File: src/rtl/stopwatch_core_if.sv
// Button, tick and display bundle between the stopwatch core and its surroundings.
// The master side drives controls and reads the display; the core is the slave.
interface stopwatch_core_if;
  logic        ena;
  logic        tick_in;
  logic        btn_ss;
  logic        btn_lap;
  logic        btn_clr;
  logic [23:0] disp_bcd;
  logic        running;
  logic        lap_active;
  logic        overflow;

  modport master (
    output ena, tick_in, btn_ss, btn_lap, btn_clr,
    input  disp_bcd, running, lap_active, overflow
  );

  modport slave (
    input  ena, tick_in, btn_ss, btn_lap, btn_clr,
    output disp_bcd, running, lap_active, overflow
  );
endinterface

File: src/rtl/stopwatch_core.sv
// MM:SS:CC BCD stopwatch counting rising edges of a 100 Hz tick, with start/stop,
// lap freeze and clear driven by synchronised, edge-detected button inputs.
module stopwatch_core #(
  parameter int SYNC_STAGES = 2,
  parameter int WRAP_MIN    = 60
) (
  input  logic            clk_in,
  input  logic            res,
  stopwatch_core_if.slave bus
);

  localparam logic [1:0] IDLE = 2'd0;
  localparam logic [1:0] RUN  = 2'd1;
  localparam logic [1:0] STOP = 2'd2;

  localparam int         MIN_LAST     = WRAP_MIN - 1;
  localparam logic [7:0] MIN_LAST_BCD = {4'(MIN_LAST / 10), 4'(MIN_LAST % 10)};

  localparam int BTN_SS  = 0;
  localparam int BTN_LAP = 1;
  localparam int BTN_CLR = 2;

  logic [2:0] btn_raw;
  logic [2:0] btn_pulse;

  assign btn_raw = {bus.btn_clr, bus.btn_lap, bus.btn_ss};

  // Sync chains and edge detectors keep sampling while ena is low, so edges seen then are lost.
  for (genvar gi = 0; gi < 3; gi++) begin : g_btn
    logic [SYNC_STAGES-1:0] sync_q;
    logic                   prev_q;

    always_ff @(posedge clk_in) begin
      if (res) begin
        sync_q <= '0;
        prev_q <= 1'b0;
      end else begin
        sync_q <= {sync_q[SYNC_STAGES-2:0], btn_raw[gi]};
        prev_q <= sync_q[SYNC_STAGES-1];
      end
    end

    assign btn_pulse[gi] = sync_q[SYNC_STAGES-1] & ~prev_q;
  end

  logic        ss_p, lap_p, clr_p;
  logic        tick_q, tick_rise;
  logic [1:0]  state_q, state_d;
  logic [23:0] time_q, time_d, time_inc;
  logic [23:0] hold_q, hold_d;
  logic [23:0] disp_q, disp_d;
  logic        lap_q, lap_d;
  logic        ovf_q, ovf_d;
  logic        wrap;

  assign ss_p      = btn_pulse[BTN_SS];
  assign lap_p     = btn_pulse[BTN_LAP];
  assign clr_p     = btn_pulse[BTN_CLR];
  assign tick_rise = bus.tick_in & ~tick_q;

  // Ripple BCD increment; time layout is {min_t, min_o, sec_t, sec_o, cs_t, cs_o}.
  always_comb begin
    time_inc = time_q;
    wrap     = 1'b0;
    if (time_q[3:0] != 4'd9) begin
      time_inc[3:0] = time_q[3:0] + 4'd1;
    end else begin
      time_inc[3:0] = 4'd0;
      if (time_q[7:4] != 4'd9) begin
        time_inc[7:4] = time_q[7:4] + 4'd1;
      end else begin
        time_inc[7:4] = 4'd0;
        if (time_q[11:8] != 4'd9) begin
          time_inc[11:8] = time_q[11:8] + 4'd1;
        end else begin
          time_inc[11:8] = 4'd0;
          if (time_q[15:12] != 4'd5) begin
            time_inc[15:12] = time_q[15:12] + 4'd1;
          end else begin
            time_inc[15:12] = 4'd0;
            if (time_q[23:16] == MIN_LAST_BCD) begin
              time_inc[23:16] = 8'd0;
              wrap            = 1'b1;
            end else if (time_q[19:16] != 4'd9) begin
              time_inc[19:16] = time_q[19:16] + 4'd1;
            end else begin
              time_inc[19:16] = 4'd0;
              time_inc[23:20] = time_q[23:20] + 4'd1;
            end
          end
        end
      end
    end
  end

  // Tick is applied first, then one button action with priority ss > clr > lap.
  always_comb begin
    state_d = state_q;
    time_d  = time_q;
    hold_d  = hold_q;
    lap_d   = lap_q;
    ovf_d   = ovf_q;
    if (bus.ena) begin
      if ((state_q == RUN) && tick_rise) begin
        time_d = time_inc;
        if (wrap) begin
          ovf_d = 1'b1;
        end
      end
      if (ss_p) begin
        state_d = (state_q == RUN) ? STOP : RUN;
      end else if (clr_p) begin
        if (state_q == STOP) begin
          state_d = IDLE;
          time_d  = '0;
          ovf_d   = 1'b0;
          lap_d   = 1'b0;
        end
      end else if (lap_p) begin
        if (state_q == RUN) begin
          lap_d = ~lap_q;
          if (!lap_q) begin
            hold_d = time_q;
          end
        end else if (state_q == STOP) begin
          lap_d = 1'b0;
        end
      end
    end
    disp_d = lap_d ? hold_d : time_d;
  end

  always_ff @(posedge clk_in) begin
    if (res) begin
      state_q <= IDLE;
      time_q  <= '0;
      hold_q  <= '0;
      disp_q  <= '0;
      lap_q   <= 1'b0;
      ovf_q   <= 1'b0;
      tick_q  <= 1'b0;
    end else begin
      state_q <= state_d;
      time_q  <= time_d;
      hold_q  <= hold_d;
      disp_q  <= disp_d;
      lap_q   <= lap_d;
      ovf_q   <= ovf_d;
      tick_q  <= bus.tick_in;
    end
  end

  assign bus.disp_bcd   = disp_q;
  assign bus.running    = (state_q == RUN);
  assign bus.lap_active = lap_q;
  assign bus.overflow   = ovf_q;

endmodule

File: src/flat_wrapper.sv
// flat-port wrapper written by rule: the top's interface ports become plain ports
module stopwatch_core_flat 
#(
  parameter int SYNC_STAGES = 2,
  parameter int WRAP_MIN    = 60
)
  (clk_in, res, bus_ena, bus_tick_in, bus_btn_ss, bus_btn_lap, bus_btn_clr, bus_disp_bcd, bus_running, bus_lap_active, bus_overflow);
  stopwatch_core_if bus_i ();
  input  logic clk_in;
  input  logic res;
  input wire logic [$bits(bus_i.ena)-1:0] bus_ena;
  input wire logic [$bits(bus_i.tick_in)-1:0] bus_tick_in;
  input wire logic [$bits(bus_i.btn_ss)-1:0] bus_btn_ss;
  input wire logic [$bits(bus_i.btn_lap)-1:0] bus_btn_lap;
  input wire logic [$bits(bus_i.btn_clr)-1:0] bus_btn_clr;
  output wire logic [$bits(bus_i.disp_bcd)-1:0] bus_disp_bcd;
  output wire logic [$bits(bus_i.running)-1:0] bus_running;
  output wire logic [$bits(bus_i.lap_active)-1:0] bus_lap_active;
  output wire logic [$bits(bus_i.overflow)-1:0] bus_overflow;
  assign bus_i.ena = bus_ena;
  assign bus_i.tick_in = bus_tick_in;
  assign bus_i.btn_ss = bus_btn_ss;
  assign bus_i.btn_lap = bus_btn_lap;
  assign bus_i.btn_clr = bus_btn_clr;
  assign bus_disp_bcd = bus_i.disp_bcd;
  assign bus_running = bus_i.running;
  assign bus_lap_active = bus_i.lap_active;
  assign bus_overflow = bus_i.overflow;
  stopwatch_core #(.SYNC_STAGES(SYNC_STAGES), .WRAP_MIN(WRAP_MIN)) u_core (.clk_in(clk_in), .res(res), .bus(bus_i));
endmodule
File: config.mk
export PLATFORM = sky130hd
export DESIGN_NAME = stopwatch_core_flat
export DESIGN_NICKNAME = d
export VERILOG_FILES = /design/src/rtl/stopwatch_core_if.sv /design/src/rtl/stopwatch_core.sv /design/src/flat_wrapper.sv
export SDC_FILE = /design/constraint.sdc
export NUM_CORES = 1
export LEC_CHECK = 0
export ABC_CLOCK_PERIOD_IN_PS = 2500
export BUFFER_PORTS_ARGS = -buffer_cell sky130_fd_sc_hd__buf_2
export CAP_MARGIN = 30
export CORE_MARGIN = 1
export CORE_UTILIZATION = 35
export CTS_BUF_LIST = sky130_fd_sc_hd__clkbuf_8
export DETAILED_ROUTE_END_ITERATION = 10
export PLACE_DENSITY = 0.57
export SLEW_MARGIN = 20
export SYNTH_ARGS = -nofsm -noshare
export SYNTH_HDL_FRONTEND = slang
export SYNTH_SLANG_ARGS = --single-unit
File: constraint.sdc
create_clock -name clk_in -period 2.5 [get_ports clk_in]
set_input_delay 0 -clock clk_in [delete_from_list [all_inputs] [get_ports clk_in]]
set_output_delay 0 -clock clk_in [all_outputs]
set_load 0.01 [all_outputs]
==> out/qor.csv <==
stage,metric,value,unit
outcome,outcome,"complete, no violations",
die,# IOs,34,
die,Site Rows,38,
synth,post-synthesis xor/xnor area fraction,0.00904,
synth,Synth Net Count,431,
pwr,Pwr Total,0.00260,W
clocking,"Clk pin slew, worst setup/hold paths",90,ps
clocking,clk_lat worst skew,360,ps
setup_path,critical path type,flip-flop to flip-flop,
placed_design,count of input and output buffers,33,
synth,largest family of logic cells by synthesized area,simple AND/OR/NAND/NOR gates,
clocking,CTS buffer count,9,
pwr,Max VDD drop,0.000240,V
synth,Post-Synth Simple-Gate Area,0.235,
pwr,Leak,1.78,nW
routing,antenna-violating nets left,0,
setup_path,Worst Setup End Kind,flip-flop,
cells_and_area,layout cells sized above 1,0.179,
timing,Worst Tran Pin Value,755,ps
synth,"Seq/Total Area, Yosys",0.444,
pwr,switching part of the total,0.229,
cells_and_area,Multi-input gate area,0.00198,mm2
die,die width,107,um
die,Starting Density,0.359,
clocking,TritonCTS sink count,86,
die,Die Span Y,107,um
synth,post-synthesis adder-cell area fraction,0.0129,
cells_and_area,Final Cell Area,0.00449,mm2
synth,post-synthesis cell type count,67,
synth,ys flop type,dfxtp_1,
setup_path,crit path cell chain,nor4bb_1 > nand3_1 > nand2_1 > nor2_1 > a2bb2oi_1,
die,CORE AREA,0.0108,mm2
hold_path,HP Class,input port to flip-flop,
synth,main area contributors after synthesis,"dfxtp_1 44%, nor2_1 3.5%, mux2i_1 3.1%",
timing,final hold vios,0,
routing,initial DRC count,146,
global_routing,first-pass GRT wire length,16300,um
pwr,Gate power share,0.041,
placed_design,cell area after placement,0.00423,mm2
placed_design,DPL Wire Length,7010,um
global_routing,antenna violations before repair,0,
flow_run,maxcap violations,0,
synth,"Warnings, synthesis",0,
synth,Syn Area/Cell,9.23,um2
cells_and_area,Storage cell area,0.00172,mm2
clocking,H-tree levels,3,
timing,Setup-failing EPs final,0,
timing,Final Hold Slack,76.2,ps
cells_and_area,"most common cell after layout, fill and taps aside",dfxtp_1,
timing,RSZ-0062 raised after global routing,no,
cells_and_area,Total Nets Final,469,
timing,Clock Skew,7.48,ps
pwr,Flop pwr share,0.533,
setup_path,CP Launch Type,flip-flop,
setup_path,Crit Path Max Fanout,11,
timing,shortest period the worst path allows,2210,ps
synth,Synth Cell Area,0.00388,mm2
synth,Async SR Flop Fraction,0,
synth,multiplexer share of the synthesized area,0.0339,
cells_and_area,Antenna Diode Count,0,
timing,final worst-path cycle share,0.884,
setup_path,"Req. time, crit path",2740,ps
routing,Via density,5.39,
timing,Pins Over Slew Limit,0,
routing,via count,3251,
pwr,Psw,0.000595,W
global_routing,total track usage,0.186,
routing,average wire per standard cell,16.5,um
synth,Synth Area in Compound Gates,0.220,
synth,top cell type's share of synthesized area,0.444,
clocking,CTS tree,built,
synth,"area leader, netlist",dfxtp_1,
timing,Worst slew margin,0.497,
clocking,CTS Buffer Depth,2,
synth,Yosys reg bits,86,
routing,iteration count of the initial detailed-routing pass,5,
pwr,share of total power in the clock network,0.426,
cells_and_area,filler cell count,1066,
setup_path,"Data arrival, critical path",2450,ps
die,full die area,0.0115,mm2
timing,setup tns final,0,ps
setup_path,Worst path max stage delay,560,ps
clocking,CTS root buffer,clkbuf_8,
routing,DR DRC count,0,
setup_path,CP max stage cell,nand2_1,
pwr,power per standard cell area,579,mW/mm2
cells_and_area,"Area growth, synth to finish",15.8,%
placed_design,RePlAce Congestion,0.856,
synth,number of flops mapped to enable cells by yosys,0,
cells_and_area,"commonest cells after routing, fill and taps aside","86 x dfxtp_1, 36 x nor2_1, 33 x buf_2, 21 x a21oi_1, 18 x buf_4",
global_routing,grt ovf,0,
pwr,Int Pwr,0.00200,W
global_routing,pin count of the biggest net entering global routing,37,
global_routing,vias in the first global route,3219,
timing,fmax,452,MHz
routing,routed wire length,9950,um
synth,Synth Instances,420,
clocking,cts repair resizes,0,
[worst paths after layout]
path                             start  depth (start not counted)                         to  slack, ps
min reg2reg  u_core.g_btn[0].sync_q[0]                          1  u_core.g_btn[0].sync_q[1]        440
max reg2reg          u_core.state_q[1]                          5     u_core.bus.disp_bcd[0]        290
min                            bus_ena                          3          u_core.state_q[0]         80
max                  u_core.state_q[1]                          5     u_core.bus.disp_bcd[0]        290
[flip-flops by register name, summed over array words and instances (netlist names)]
signal / flops
u_core.bus.disp_bcd: 24
u_core.hold_q: 24
u_core.time_q: 24
u_core.g_btn.sync_q: 6
u_core.g_btn.prev_q: 3
u_core.state_q: 2
u_core.bus.lap_active: 1
u_core.bus.overflow: 1
u_core.tick_q: 1
[per-stage QoR]
stage / utilization / setup slack [ps] / std cells
after CTS: 0.416 / 291 / 603
after detailed placement: 0.392 / 318 / 583
after global routing: 0.416 / 94.0 / 603
after global placement: 0.392 / 402 / 583
final: 0.416 / 289 / 603
after floorplan: - / 644 / 420
[cells by family (layout without fill, tap and decap cells)]
family,after synthesis,count (layout)
and+or+nand+nor,156,156
AOI/OAI and AO/OA,116,116
DFF,86,86
buffers and inverters,41,84
muxes,13,13
adders and majority gates,4,4
xor gates and xnor gates,4,4
[power by group through the flow]
stage / sequential [W] / combinational (W) / clock (W)
after floorplan: 0.00142 / 0.0000635 / 0
final: 0.00138 / 0.000106 / 0.00111
after global routing: 0.00139 / 0.000116 / 0.00119
after detailed placement: 0.00142 / 0.000102 / 0
after CTS: 0.00139 / 0.000106 / 0.00113
after global placement: 0.00142 / 0.000100 / 0
[critical path: cells and delay by family, from the launching register on]
| family | cells | cell delay [ps] |
|---|---|---|
| flip-flops | 1 | 470 |
| AO/OA/AOI/OAI | 1 | 160 |
| AND/OR/NAND/NOR | 4 | 1450 |
[layer usage]
metal,wire length (um),vias up,track usage,part of all wire
met2,4680,64,0.309,0.47
met4,162,0,0.0685,0.016
met3,471,13,0.0389,0.047
met1,4640,1548,0.237,0.47
li1,-,1626,-,-
met5,0,-,0,0
[final cells by class]
cell class,count,area share
sequential,86,0.383
clock inverter,6,0.0192
tap,140,0.0390
timing repair buffer,55,0.0758
clock buffer,10,0.0306
inverter,13,0.0109
multi-input combinational,293,0.441
[Yosys cell counts, types with 12 or more instances]
cell type / n
nor2_1: 36
dfxtp_1: 86
inv_1: 12
clkbuf_1: 16
nor2b_1: 17
a21oi_1: 21
mux2i_1: 12
nand2_1: 17
nor3_1: 12
a211oi_1: 15
nand3_1: 15
[repair_timing]
action                                 CTS  global route
buffers inserted                         0             0
hold buffers                             4             0
endpoints found under the hold margin    4             0
(Power assumes the default switching activity.)
